===== src/rtl/cpu_pkg.sv =====
// Shared definitions for the 8-state CPU and its memory-bus sequencer.
//   - AW_DEF / DW_DEF : default address and data widths
//   - bus_state_e     : sequencer state encoding
//   - OP_*            : instruction opcodes decoded by the controller
package cpu_pkg;

  localparam int AW_DEF = 5;
  localparam int DW_DEF = 8;

  typedef enum logic [1:0] {
    BUS_IDLE    = 2'd0,
    BUS_RD_WAIT = 2'd1,
    BUS_WR_WAIT = 2'd2,
    BUS_ERR     = 2'd3
  } bus_state_e;

  localparam logic [2:0] OP_HLT = 3'd0;
  localparam logic [2:0] OP_SKZ = 3'd1;
  localparam logic [2:0] OP_ADD = 3'd2;
  localparam logic [2:0] OP_AND = 3'd3;
  localparam logic [2:0] OP_XOR = 3'd4;
  localparam logic [2:0] OP_LDA = 3'd5;
  localparam logic [2:0] OP_STO = 3'd6;
  localparam logic [2:0] OP_JMP = 3'd7;

endpackage


===== src/rtl/strobe_edge.sv =====
// Registered rising-edge detector for a level strobe.
//   clk    : clock, rising edge
//   rst    : asynchronous active-low reset
//   strobe : level input
//   rise   : high in the first cycle strobe is seen high
module strobe_edge (
  input  logic clk,
  input  logic rst,
  input  logic strobe,
  output logic rise
);

  logic strobe_q;

  // NOTE: flops are written with <= so every register samples pre-edge values.
  always_ff @(posedge clk or negedge rst) begin
    if (!rst) strobe_q <= 1'b0;
    else      strobe_q <= strobe;
  end

  assign rise = strobe & ~strobe_q;

endmodule


===== src/rtl/mem_bus_ctrl.sv =====
// Memory-bus sequencer between the CPU controller and a req/ack memory.
// Turns the controller's level strobes into single bus transactions, holds
// the controller with stall while a transaction is outstanding, and flags a
// sticky bus error on timeout or conflicting strobes.
//   clk, rst              : clock (rising edge), async active-low reset
//   sel, rd, wr, data_e   : controller strobes / address select / store enable
//   pc_addr, ir_addr      : candidate addresses
//   ac_data               : accumulator value for stores
//   mem_addr, mem_req, mem_we, mem_wdata : registered bus request
//   mem_rdata, mem_ack    : bus response
//   data_out, data_valid  : captured read data and its one-cycle pulse
//   stall, bus_err        : controller hold and sticky error
module mem_bus_ctrl
  import cpu_pkg::*;
#(
  parameter int AW      = AW_DEF,
  parameter int DW      = DW_DEF,
  parameter int TIMEOUT = 15
) (
  input  logic          clk,
  input  logic          rst,
  input  logic          sel,
  input  logic          rd,
  input  logic          wr,
  input  logic          data_e,
  input  logic [AW-1:0] pc_addr,
  input  logic [AW-1:0] ir_addr,
  input  logic [DW-1:0] ac_data,
  output logic [AW-1:0] mem_addr,
  output logic          mem_req,
  output logic          mem_we,
  output logic [DW-1:0] mem_wdata,
  input  logic [DW-1:0] mem_rdata,
  input  logic          mem_ack,
  output logic [DW-1:0] data_out,
  output logic          data_valid,
  output logic          stall,
  output logic          bus_err
);

  localparam int CW = $clog2(TIMEOUT + 1);

  bus_state_e    state, state_nxt;
  logic          rd_start, wr_start;
  logic [CW-1:0] cnt;
  logic          cnt_last;
  logic          launch_rd, launch_wr, ack_done, to_err;
  logic          in_wait;

  strobe_edge u_rd_edge (.clk(clk), .rst(rst), .strobe(rd), .rise(rd_start));
  strobe_edge u_wr_edge (.clk(clk), .rst(rst), .strobe(wr), .rise(wr_start));

  // Counter holds the number of ack-less wait cycles already spent; the
  // request is abandoned on the edge that would make it TIMEOUT.
  assign cnt_last = (cnt == CW'(TIMEOUT - 1));
  assign in_wait  = (state == BUS_RD_WAIT) || (state == BUS_WR_WAIT);

  always_ff @(posedge clk or negedge rst) begin
    if (!rst) state <= BUS_IDLE;
    else      state <= state_nxt;
  end

  always_comb begin
    // NOTE: every output of this block gets a default first, so no latch is inferred.
    state_nxt = state;
    launch_rd = 1'b0;
    launch_wr = 1'b0;
    ack_done  = 1'b0;
    to_err    = 1'b0;
    case (state)
      BUS_IDLE: begin
        if (rd_start && wr_start) begin
          to_err    = 1'b1;
          state_nxt = BUS_ERR;
        end else if (rd_start) begin
          launch_rd = 1'b1;
          state_nxt = BUS_RD_WAIT;
        end else if (wr_start) begin
          launch_wr = 1'b1;
          state_nxt = BUS_WR_WAIT;
        end
      end
      BUS_RD_WAIT, BUS_WR_WAIT: begin
        // Strobe edges here are ignored: the controller is stalled.
        if (mem_ack) begin
          ack_done  = 1'b1;
          state_nxt = BUS_IDLE;
        end else if (cnt_last) begin
          to_err    = 1'b1;
          state_nxt = BUS_ERR;
        end
      end
      default: state_nxt = BUS_ERR;  // BUS_ERR is terminal until reset
    endcase
  end

  always_ff @(posedge clk or negedge rst) begin
    if (!rst) begin
      mem_addr   <= '0;
      mem_req    <= 1'b0;
      mem_we     <= 1'b0;
      mem_wdata  <= '0;
      data_out   <= '0;
      data_valid <= 1'b0;
      bus_err    <= 1'b0;
      cnt        <= '0;
    end else begin
      data_valid <= 1'b0;
      // Address/direction/data only change at launch, so they stay stable
      // for the whole time mem_req is high.
      if (launch_rd || launch_wr) begin
        mem_addr <= sel ? pc_addr : ir_addr;
        mem_req  <= 1'b1;
        mem_we   <= launch_wr;
        cnt      <= '0;
        if (launch_wr) mem_wdata <= data_e ? ac_data : '0;
      end
      if (ack_done) begin
        mem_req <= 1'b0;
        if (state == BUS_RD_WAIT) begin
          data_out   <= mem_rdata;
          data_valid <= 1'b1;
        end
      end else if (in_wait) begin
        cnt <= cnt + 1'b1;
      end
      if (to_err) begin
        mem_req <= 1'b0;
        bus_err <= 1'b1;
      end
    end
  end

  assign stall = rd_start | wr_start | (state != BUS_IDLE);

endmodule


===== config.mk =====
export PLATFORM = sky130hd
export DESIGN_NAME = mem_bus_ctrl
export DESIGN_NICKNAME = d
export VERILOG_FILES = /design/src/rtl/cpu_pkg.sv /design/src/rtl/strobe_edge.sv /design/src/rtl/mem_bus_ctrl.sv
export SDC_FILE = /design/constraint.sdc
export NUM_CORES = 1
export LEC_CHECK = 0
export ABC_CLOCK_PERIOD_IN_PS = 1700
export CAP_MARGIN = 15
export CORE_ASPECT_RATIO = 0.6
export CORE_MARGIN = 1
export CORE_UTILIZATION = 43
export DETAILED_ROUTE_END_ITERATION = 8
export GPL_TIMING_DRIVEN = 0
export PLACE_DENSITY = 0.79
export SLEW_MARGIN = 5
export SYNTH_ARGS = -nofsm -noshare
export SYNTH_HDL_FRONTEND = slang
export SYNTH_SLANG_ARGS = --single-unit

===== constraint.sdc =====
create_clock -name clk -period 1.7 [get_ports clk]
set_clock_uncertainty 0.05 [all_clocks]
set_input_delay 0.34 -clock clk [delete_from_list [all_inputs] [get_ports clk]]
set_output_delay 0.34 -clock clk [all_outputs]
set_load 0.01 [all_outputs]

==> flow_summary.json, run 1 <==
{
  "grt_overflow": 0,
  "reg2reg_slack_ns": 0.07,
  "grt_max_degree": 34,
  "fmax_ghz": 0.607,
  "synthDistinctLibCells": 30,
  "cts.path.max_buffers": 2,
  "outcome": "finished clean",
  "hpwlAfterDp_um": 2690,
  "layout_common_cells": "53 x clkdlybuf4s50_1, 33 x dfrtp_1, 21 x nand2_1",
  "portBuffers": 56,
  "leakagePower_nw": 0.988,
  "yosys.area.top_type": "dfrtp_1",
  "placed_cell_area_um2": 2090,
  "finalNonFillerCells": 246,
  "worstSkewPairLatency_ns": 0.27,
  "p_seq_share_pct": 36.8,
  "routed_wirelength_um": 3510,
  "grt_use_met3_pct": 7.24,
  "multi_input_area_um2": 638,
  "cp_cell_sequence": "clkdlybuf4s50_1, nand2b_4, nand3_2, buf_2",
  "antenna_left": 0,
  "viasPerCell": 4.92,
  "cp_top_family": "buffers and inverters",
  "grtUsageTotal_pct": 20.1,
  "grt_pass1_vias": 1156,
  "final_common_cell": "clkdlybuf4s50_1",
  "seq_area_um2": 826,
  "num_antenna_cells": 0,
  "cts_max_level": 2,
  "post-route-min-period_ns": 1.65,
  "critPathBufInv": 2,
  "drive_above_1_share_pct": 16.4,
  "hold_class": "primary input to async pin",
  "setup_viol": 0,
  "gr-usage-met1_pct": 21.8,
  "critPathSlowestCell": "clkdlybuf4s50_1",
  "rr_endpoint": "data_out[0]$_DFFE_PN0P_",
  "p_per_area_nw_per_um2": 1620,
  "rsz0062_at_grt": "no",
  "drt-initial-drc-count": 40,
  "dieArea_um2": 3690,
  "cp.arrival_ns": 1.26,
  "n_fill_cell": 250,
  "max_stage_delay_ns": 0.57,
  "whs_ns": 0.0665,
  "r2r_cells": 4,
  "vdd.ir_drop.worst_mv": 0.850,
  "swShare_pct": 33.2,
  "busiest_layer": "met2",
  "synth_top_area_share_pct": 55.7,
  "maxCapViolations": 0,
  "design_area_um2": 2240,
  "clk_pin_slew_ns": 0.06,
  "avgSynthCellArea_um2": 11.0,
  "seq_area_frac_synth_pct": 55.7,
  "rows": 16,
  "area_delta_synth_final_pct": 50.9,
  "cts_hold_buf": 0,
  "syn_inst": 135,
  "clkPwrFrac_pct": 15.9,
  "dr.pass1.iters": 4,
  "internal_power_mw": 2.42,
  "endpoint_kind": "output pin",
  "ios": 59,
  "relSlewSlack_pct": 51.9,
  "final_max_slew_viol_count": 0,
  "dr_total_vias": 1211,
  "synth_top_cells_by_area": "dfrtp_1 56%, mux2_2 6.1%, nand2_1 5.3%",
  "grtUsageMet2_pct": 36.8,
  "die_w_um": 77.8,
  "dp.cells": 236,
  "yosys_warnings": 0,
  "startpoint_type": "primary input",
  "r2r_start": "state[0]$_DFFE_PN0P_",
  "p_sw_mw": 1.21,
  "grt_antenna_before_repair": 0,
  "gp_congestion": 0.725,
  "wire_per_inst_um": 14.3,
  "core_um2": 3260,
  "drc_errors": 0,
  "cts_sinks": 33,
  "cts_tree": "built",
  "grt_pass1_wl_um": 5260,
  "syn-cell-area_um2": 1480,
  "ys_seq_elements": 33,
  "floorplan.initialDensity_pct": 45.4,
  "worst_pin_slew_ns": 0.722,
  "clockRootBuffer": "clkbuf_8",
  "die_h_um": 47.5,
  "timing.final.crit_share_pct": 96.9,
  "power.share.combinational_pct": 47.3,
  "path_class": "primary input to output pin",
  "worstPathRequired_ns": 1.31,
  "cts_made_buffers": 5,
  "syn_nets": 173,
  "nets": 239,
  "crit_path_max_fanout": 5,
  "final-hold-violation-count": 0
}
## state kept, by name, summed over array words and instances (netlist names)
| register | cells |
|---|---|
| u_rd_edge.strobe_q | 1 |
| cnt | 4 |
| bus_err | 1 |
| mem_we | 1 |
| data_out | 8 |
| mem_wdata | 8 |
| state | 2 |
| mem_addr | 5 |
| data_valid | 1 |
| u_wr_edge.strobe_q | 1 |
| mem_req | 1 |
## worst register-to-register path, delay by kind of cell (launching register included)
| kind | cells | cell delay [ns] |
|---|---|---|
| DFF | 1 | 0.40 |
| adders and majority gates | 1 | 0.19 |
| buffers and inverters | 1 | 0.15 |
| muxes | 1 | 0.39 |
| and+or+nand+nor | 1 | 0.33 |
## what timing repair did
action	CTS	global route
resized for setup	11	4
setup endpoints to repair	1	2
setup buffers	3	0
## per-stage QoR
step	setup WS [ns]	TNS [ns]	util, %	total power, mW
after detailed placement	-0.471	-4.72	64.1	2.96
after floorplan	0.164	0	-	2.10
after global routing	0.00422	0	68.5	3.87
final	0.0520	0	68.5	3.63
after CTS	0.00192	0	68.0	3.64
after global placement	-0.462	-14.80	64.3	2.86
## power groups by stage
stage / sequential, mW / combinational [mW] / clock (mW)
floorplan: 1.45 / 0.649 / 0
global placement: 1.32 / 1.54 / 0
detailed placement: 1.35 / 1.61 / 0
CTS: 1.33 / 1.72 / 0.589
global route: 1.38 / 1.87 / 0.626
finish: 1.34 / 1.72 / 0.576
## synthesized netlist by cell type, drive strengths merged
| cell | count |
|---|---|
| dfrtp | 33 |
| nand2 | 21 |
| a21oi | 13 |
| o21ai | 12 |
| mux2 | 8 |
| ha | 5 |
| inv | 5 |
| mux2i | 5 |
| nand3 | 5 |
| nor2 | 5 |
| buf | 4 |
| nor2b | 4 |
| nand2b | 2 |
| o22ai | 2 |
| a211oi | 1 |
| a31oi | 1 |
| a32oi | 1 |
| and2 | 1 |
| clkbuf | 1 |
| nand3b | 1 |
| o22a | 1 |
| or2 | 1 |
| or2b | 1 |
| xnor2 | 1 |
| xor2 | 1 |
## worst max-delay path by stage
stage                         startpoint             endpoint  slack [ns]  depth (start not counted)
floorplan           state[0]$_DFFE_PN0P_  bus_err$_DFFE_PN0P_        0.16                          6
global placement                      wr                stall       -0.46                          4
detailed placement                    wr                stall       -0.47                          4
CTS                 state[0]$_DFFE_PN0P_                stall       0.002                          5
global route        state[0]$_DFFE_PN0P_                stall       0.004                          5
finish                                rd                stall        0.05                          4
## per-layer routing
metal  wire [um]  part of all wire, %
met4          46                  1.3
met1        1420                   40
met2        1790                   51
met5           0                    0
met3         256                  7.3
## cell type report
class                           count  area share [%]
Multi-Input combinational cell     92            28.5
Inverter                            5           0.839
Timing Repair Buffer               59            25.6
Tap cell                           45            2.52
Sequential cell                    33            36.9
Clock buffer                        7            3.86
Buffer                              5            1.73
## kinds of logic after synthesis
kind of cell	synth area share, %
XOR/XNOR	1.69
flip-flops	55.7
AND/OR/NAND/NOR	13.9
AO/OA/AOI/OAI	11.9
multiplexers	9.46
buffers and inverters	3.12
adder cells (fa/ha/maj)	4.22
Power figures use the tool's default switching activity.
==> run 2, diff against run 1 <==
--- a/config.mk
+++ b/config.mk
@@ -5,15 +5,15 @@
 export SDC_FILE = /design/constraint.sdc
 export NUM_CORES = 1
 export LEC_CHECK = 0
-export ABC_CLOCK_PERIOD_IN_PS = 1700
+export ABC_CLOCK_PERIOD_IN_PS = 1900
 export CAP_MARGIN = 15
 export CORE_ASPECT_RATIO = 0.6
 export CORE_MARGIN = 1
-export CORE_UTILIZATION = 43
+export CORE_UTILIZATION = 46
 export DETAILED_ROUTE_END_ITERATION = 8
 export GPL_TIMING_DRIVEN = 0
-export PLACE_DENSITY = 0.79
-export SLEW_MARGIN = 5
+export PLACE_DENSITY = 0.84
+export RECOVER_POWER = 100
 export SYNTH_ARGS = -nofsm -noshare
 export SYNTH_HDL_FRONTEND = slang
 export SYNTH_SLANG_ARGS = --single-unit
==> constraint.sdc (replaced) <==
create_clock -name clk -period 1.9 [get_ports clk]
set_clock_uncertainty 0.05 [all_clocks]
set_input_delay 0.38 -clock clk [delete_from_list [all_inputs] [get_ports clk]]
set_output_delay 0.38 -clock clk [all_outputs]
set_load 0.01 [all_outputs]
==> flow_summary.json, run 2 (synthesis results as in run 1) <==
{
  "maxCapViolations": 0,
  "post-route-min-period_ns": 1.83,
  "crit_path_max_fanout": 10,
  "area_delta_synth_final_pct": 50.6,
  "nets": 239,
  "setup_ws_ns": 0.0677,
  "clk_pin_slew_ns": 0.06,
  "reg2reg_slack_ns": 0.27,
  "ios": 59,
  "worstPathRequired_ns": 1.47,
  "cts_max_level": 2,
  "dr_total_vias": 1240,
  "num_antenna_cells": 0,
  "final_common_cell": "dfrtp_1",
  "r2r_start": "state[0]$_DFFE_PN0P_",
  "cts.path.max_buffers": 2,
  "grt_pass1_vias": 1192,
  "drive_above_1_share_pct": 14.9,
  "final_max_slew_viol_count": 0,
  "startpoint_type": "flip-flop",
  "portBuffers": 56,
  "max_stage_delay_ns": 0.40,
  "viasPerCell": 5.08,
  "drt-initial-drc-count": 63,
  "cts_sinks": 33,
  "cp_cell_sequence": "inv_2, ha_4, clkbuf_8, nand3_2, clkdlybuf4s15_2",
  "drc_errors": 0,
  "design_area_um2": 2230,
  "worst_pin_slew_ns": 0.804,
  "grtUsageTotal_pct": 23.4,
  "cts_tree": "built",
  "vdd.ir_drop.worst_mv": 1.01,
  "hold_class": "primary input to async pin",
  "rr_endpoint": "bus_err$_DFFE_PN0P_",
  "die_w_um": 75.3,
  "relSlewSlack_pct": 46.4,
  "floorplan.initialDensity_pct": 50.0,
  "cp.arrival_ns": 1.40,
  "grt_pass1_wl_um": 5530,
  "grt_antenna_before_repair": 0,
  "n_fill_cell": 210,
  "reg_top3": "data_out x8, mem_wdata x8, mem_addr x5",
  "antenna_left": 0,
  "r2r_cells": 6,
  "leakagePower_nw": 1.01,
  "cp_top_family": "buffers and inverters",
  "critPathBufInv": 3,
  "clockRootBuffer": "clkbuf_8",
  "hpwlAfterDp_um": 2630,
  "critPathSlowestCell": "dfrtp_1",
  "placed_cell_area_um2": 2090,
  "outcome": "finished clean",
  "grt_overflow": 0,
  "fmax_ghz": 0.546,
  "worstSkewPairLatency_ns": 0.29,
  "grt_max_degree": 34,
  "core_um2": 2970,
  "whs_ns": 0.120,
  "cts_made_buffers": 5,
  "final-hold-violation-count": 0,
  "routed_wirelength_um": 3530,
  "layout_common_cells": "33 x dfrtp_1, 28 x clkdlybuf4s50_1, 25 x dlygate4sd3_1",
  "power_mw": 3.18,
  "fin_setup_tns_ns": 0,
  "path_class": "flip-flop to output pin",
  "dieArea_um2": 3460,
  "dp_slack_ns": -0.353,
  "endpoint_kind": "output pin",
  "die_h_um": 46.0,
  "dr.pass1.iters": 4,
  "p_per_area_nw_per_um2": 1430,
  "cts_hold_buf": 0,
  "rows": 15,
  "rsz0062_at_grt": "no",
  "wire_per_inst_um": 14.5,
  "gp_congestion": 0.794,
  "setup_viol": 0,
  "timing.final.crit_share_pct": 96.4
}
## run 2: power breakdown
group / switching, mW / internal, mW
sequential: 0.161 / 1.01
clock: 0.253 / 0.327
combinational: 0.674 / 0.757
## run 2: worst max-delay path by stage
stage	endpoint	from	cells after the start	slack (ns)
after detailed placement	stall	wr	4	-0.35
after global routing	stall	state[1]$_DFFE_PN0P_	5	0.02
after CTS	stall	state[0]$_DFFE_PN0P_	5	0.007
final	stall	state[0]$_DFFE_PN0P_	5	0.07
after global placement	stall	wr	4	-0.33
after floorplan	bus_err$_DFFE_PN0P_	state[0]$_DFFE_PN0P_	6	0.36
## run 2: per-stage QoR
| stage | utilization (%) | instances |
|---|---|---|
| after floorplan | - | 135 |
| after global placement | 70.6 | 233 |
| after detailed placement | 70.5 | 233 |
| after CTS | 75.2 | 243 |
| after global routing | 75.2 | 244 |
| final | 75.2 | 244 |
## run 2: repair_timing
action                                  4_1_cts  5_1_grt
endpoints found under the hold margin         0        0
buffers inserted                              2        1
endpoints found under the setup margin        1        1
resized for setup                             9        3
## run 2: cell type report
cell class	instances	area, um^2	area share, %
Timing Repair Buffer	59	576	25.8
Clock buffer	7	96.3	4.32
Tap cell	42	52.6	2.36
Buffer	5	36.3	1.63
Clock inverter	1	5.00	0.224
Multi-Input combinational cell	92	621	27.8
Inverter	5	18.8	0.841
Sequential cell	33	826	37.0
## run 2: layer usage
metal	global-route usage, %	part of all wire, %	vias to the layer above
li1	-	-	596
met1	27.7	43	586
met2	38.7	48	50
met3	9.29	7.1	8
met4	10.0	2.0	0
met5	0	0	-
## run 2: worst register-to-register path, cell delays in order, from the launching register on
cell      delay [ns]
dfrtp_1         0.40
inv_2           0.08
ha_4            0.21
nand2b_1        0.21
o22a_1          0.23
nor2_1          0.07
or2_2           0.27
==> run 3, diff against run 2 <==
--- a/config.mk
+++ b/config.mk
@@ -12,7 +12,7 @@
 export CORE_UTILIZATION = 46
 export DETAILED_ROUTE_END_ITERATION = 8
 export GPL_TIMING_DRIVEN = 0
-export PLACE_DENSITY = 0.84
+export PLACE_DENSITY_LB_ADDON = 0.05
 export RECOVER_POWER = 100
 export SYNTH_ARGS = -nofsm -noshare
 export SYNTH_HDL_FRONTEND = slang
==> flow_summary.json, run 3 (synthesis results as in run 1) <==
{
  "grt_overflow": 0,
  "final_common_cell": "dfrtp_1",
  "fin_setup_tns_ns": 0,
  "power.share.combinational_pct": 43.1,
  "relSlewSlack_pct": 45.1,
  "clockRootBuffer": "clkbuf_8",
  "setup_viol": 0,
  "placed_cell_area_um2": 2090,
  "critPathBufInv": 2,
  "grt_antenna_before_repair": 0,
  "cp_cell_sequence": "dlygate4sd3_1, nand2b_4, nand3_1, buf_2",
  "nets": 238,
  "finalNonFillerCells": 243,
  "swShare_pct": 33.2,
  "core_um2": 2970,
  "rsz0062_at_grt": "no",
  "hold_class": "primary input to async pin",
  "antenna_left": 0,
  "cts_sinks": 33,
  "p_per_area_nw_per_um2": 1470,
  "final-hold-violation-count": 0,
  "ios": 59,
  "dr.pass1.iters": 4,
  "worstPathRequired_ns": 1.47,
  "timing.final.crit_share_pct": 95.4,
  "critPathSlowestCell": "dlygate4sd3_1",
  "die_h_um": 46.0,
  "grt_max_degree": 34,
  "drt-initial-drc-count": 48,
  "fmax_ghz": 0.552,
  "portBuffers": 56,
  "gp_congestion": 0.749,
  "floorplan.initialDensity_pct": 50.0,
  "post-route-min-period_ns": 1.81,
  "r2r_cells": 6,
  "cp.arrival_ns": 1.38,
  "p_seq_share_pct": 36.2,
  "cts.path.max_buffers": 2,
  "leakagePower_nw": 1.01,
  "cp_top_family": "buffers and inverters",
  "whs_ns": 0.131,
  "dieArea_um2": 3460,
  "path_class": "primary input to output pin",
  "dp.cells": 233,
  "outcome": "finished clean",
  "startpoint": "rd",
  "wire_per_inst_um": 14.5,
  "maxCapViolations": 0,
  "crit_cells": 4,
  "crit_path_max_fanout": 5,
  "viasPerCell": 5.09,
  "num_antenna_cells": 0,
  "area_delta_synth_final_pct": 50.3,
  "layout_common_cells": "33 x dfrtp_1, 27 x clkdlybuf4s50_1, 26 x dlygate4sd3_1",
  "endpoint_kind": "output pin",
  "cts_made_buffers": 5,
  "finish.utilization_pct": 75.1,
  "rows": 15,
  "grt_pass1_wl_um": 5520,
  "clkPwrFrac_pct": 20.8,
  "vdd.ir_drop.worst_mv": 0.921,
  "internal_power_mw": 2.18,
  "dr_total_vias": 1237,
  "max_stage_delay_ns": 0.61,
  "worst_pin_slew_ns": 0.824,
  "p_sw_mw": 1.08,
  "hpwlAfterDp_um": 2420,
  "cts_tree": "built",
  "startpoint_type": "primary input",
  "grtUsageTotal_pct": 22.7,
  "drive_above_1_share_pct": 14.4,
  "r2r_start": "state[1]$_DFFE_PN0P_",
  "worstSkewPairLatency_ns": 0.28,
  "drc_errors": 0,
  "design_area_um2": 2230,
  "reg_top3": "data_out x8, mem_wdata x8, mem_addr x5",
  "routed_wirelength_um": 3530,
  "grt_pass1_vias": 1225,
  "cts_max_level": 2,
  "die_w_um": 75.3,
  "final_max_slew_viol_count": 0,
  "clk_pin_slew_ns": 0.07
}
==> run 3: cell count changes in the layout (fill, tap and decap cells not counted), sizes merged <==
cell | previous run | this run
clkdlybuf4s25 | 1 | 0
dlygate4sd2 | 0 | 1
bufinv | 0 | 1
dlygate4sd3 | 25 | 26
clkinv | 1 | 0
clkdlybuf4s50 | 28 | 27
clkdlybuf4s15 | 1 | 0
==> run 3: path summary, 6_finish.rpt <==
path	endpoint	slack, ns
max in group asynchronous	mem_we$_DFFE_PN0P_	1.14
min	cnt[2]$_DFF_PN0_	0.13
min reg2reg	bus_err$_DFFE_PN0P_	0.41
max	stall	0.09
min in group clk	u_wr_edge.strobe_q$_DFF_PN0_	0.36
max reg2reg	mem_req$_DFFE_PN0P_	0.27
==> run 3: worst reg2reg max path: cells and delay by family (launching register included) <==
| kind | cells | cell delay (ns) |
|---|---|---|
| AO/OA/AOI/OAI | 2 | 0.50 |
| flip-flops | 1 | 0.41 |
| AND/OR/NAND/NOR | 2 | 0.26 |
| adder cells (fa/ha/maj) | 1 | 0.21 |
| buffers and inverters | 1 | 0.09 |
==> run 3: metrics by stage <==
| stage | total power [mW] | setup slack [ns] |
|---|---|---|
| 2_1_floorplan | 1.88 | 0.364 |
| 3_3_place_gp | 2.56 | -0.360 |
| 3_5_place_dp | 2.61 | -0.377 |
| 4_1_cts | 3.39 | 0.00771 |
| 5_1_grt | 3.49 | 0.0461 |
| 6_report | 3.26 | 0.0881 |
==> run 3: routing by layer <==
layer / routed length (um) / global-route usage (%)
met5: 0 / 0
met4: 85 / 8.15
met3: 203 / 7.96
met2: 1710 / 37.7
met1: 1530 / 28.1
==> run 3: power by group through the flow <==
stage / Clock, mW / Sequential [mW] / Combinational, mW
2_1_floorplan: 0 / 1.30 / 0.581
3_5_place_dp: 0 / 1.20 / 1.41
3_3_place_gp: 0 / 1.18 / 1.38
6_report: 0.678 / 1.18 / 1.41
4_1_cts: 0.689 / 1.19 / 1.51
5_1_grt: 0.728 / 1.22 / 1.54
==> run 3: area by class of cell <==
type,count,area [um^2]
sequential,33,826
clock inverter,1,30.0
timing repair buffer,58,561
inverter,5,18.8
multi-input combinational,92,616
clock buffer,7,86.3
fill,217,738
buffer,5,37.5
tap,42,52.6
==> run 3: what timing repair did <==
action | CTS | global route
endpoints found under the setup margin | 1 | 1
setup buffers | 2 | 0
gates resized for setup | 9 | 3
pin swaps | 0 | 0
hold buffers | 0 | 0
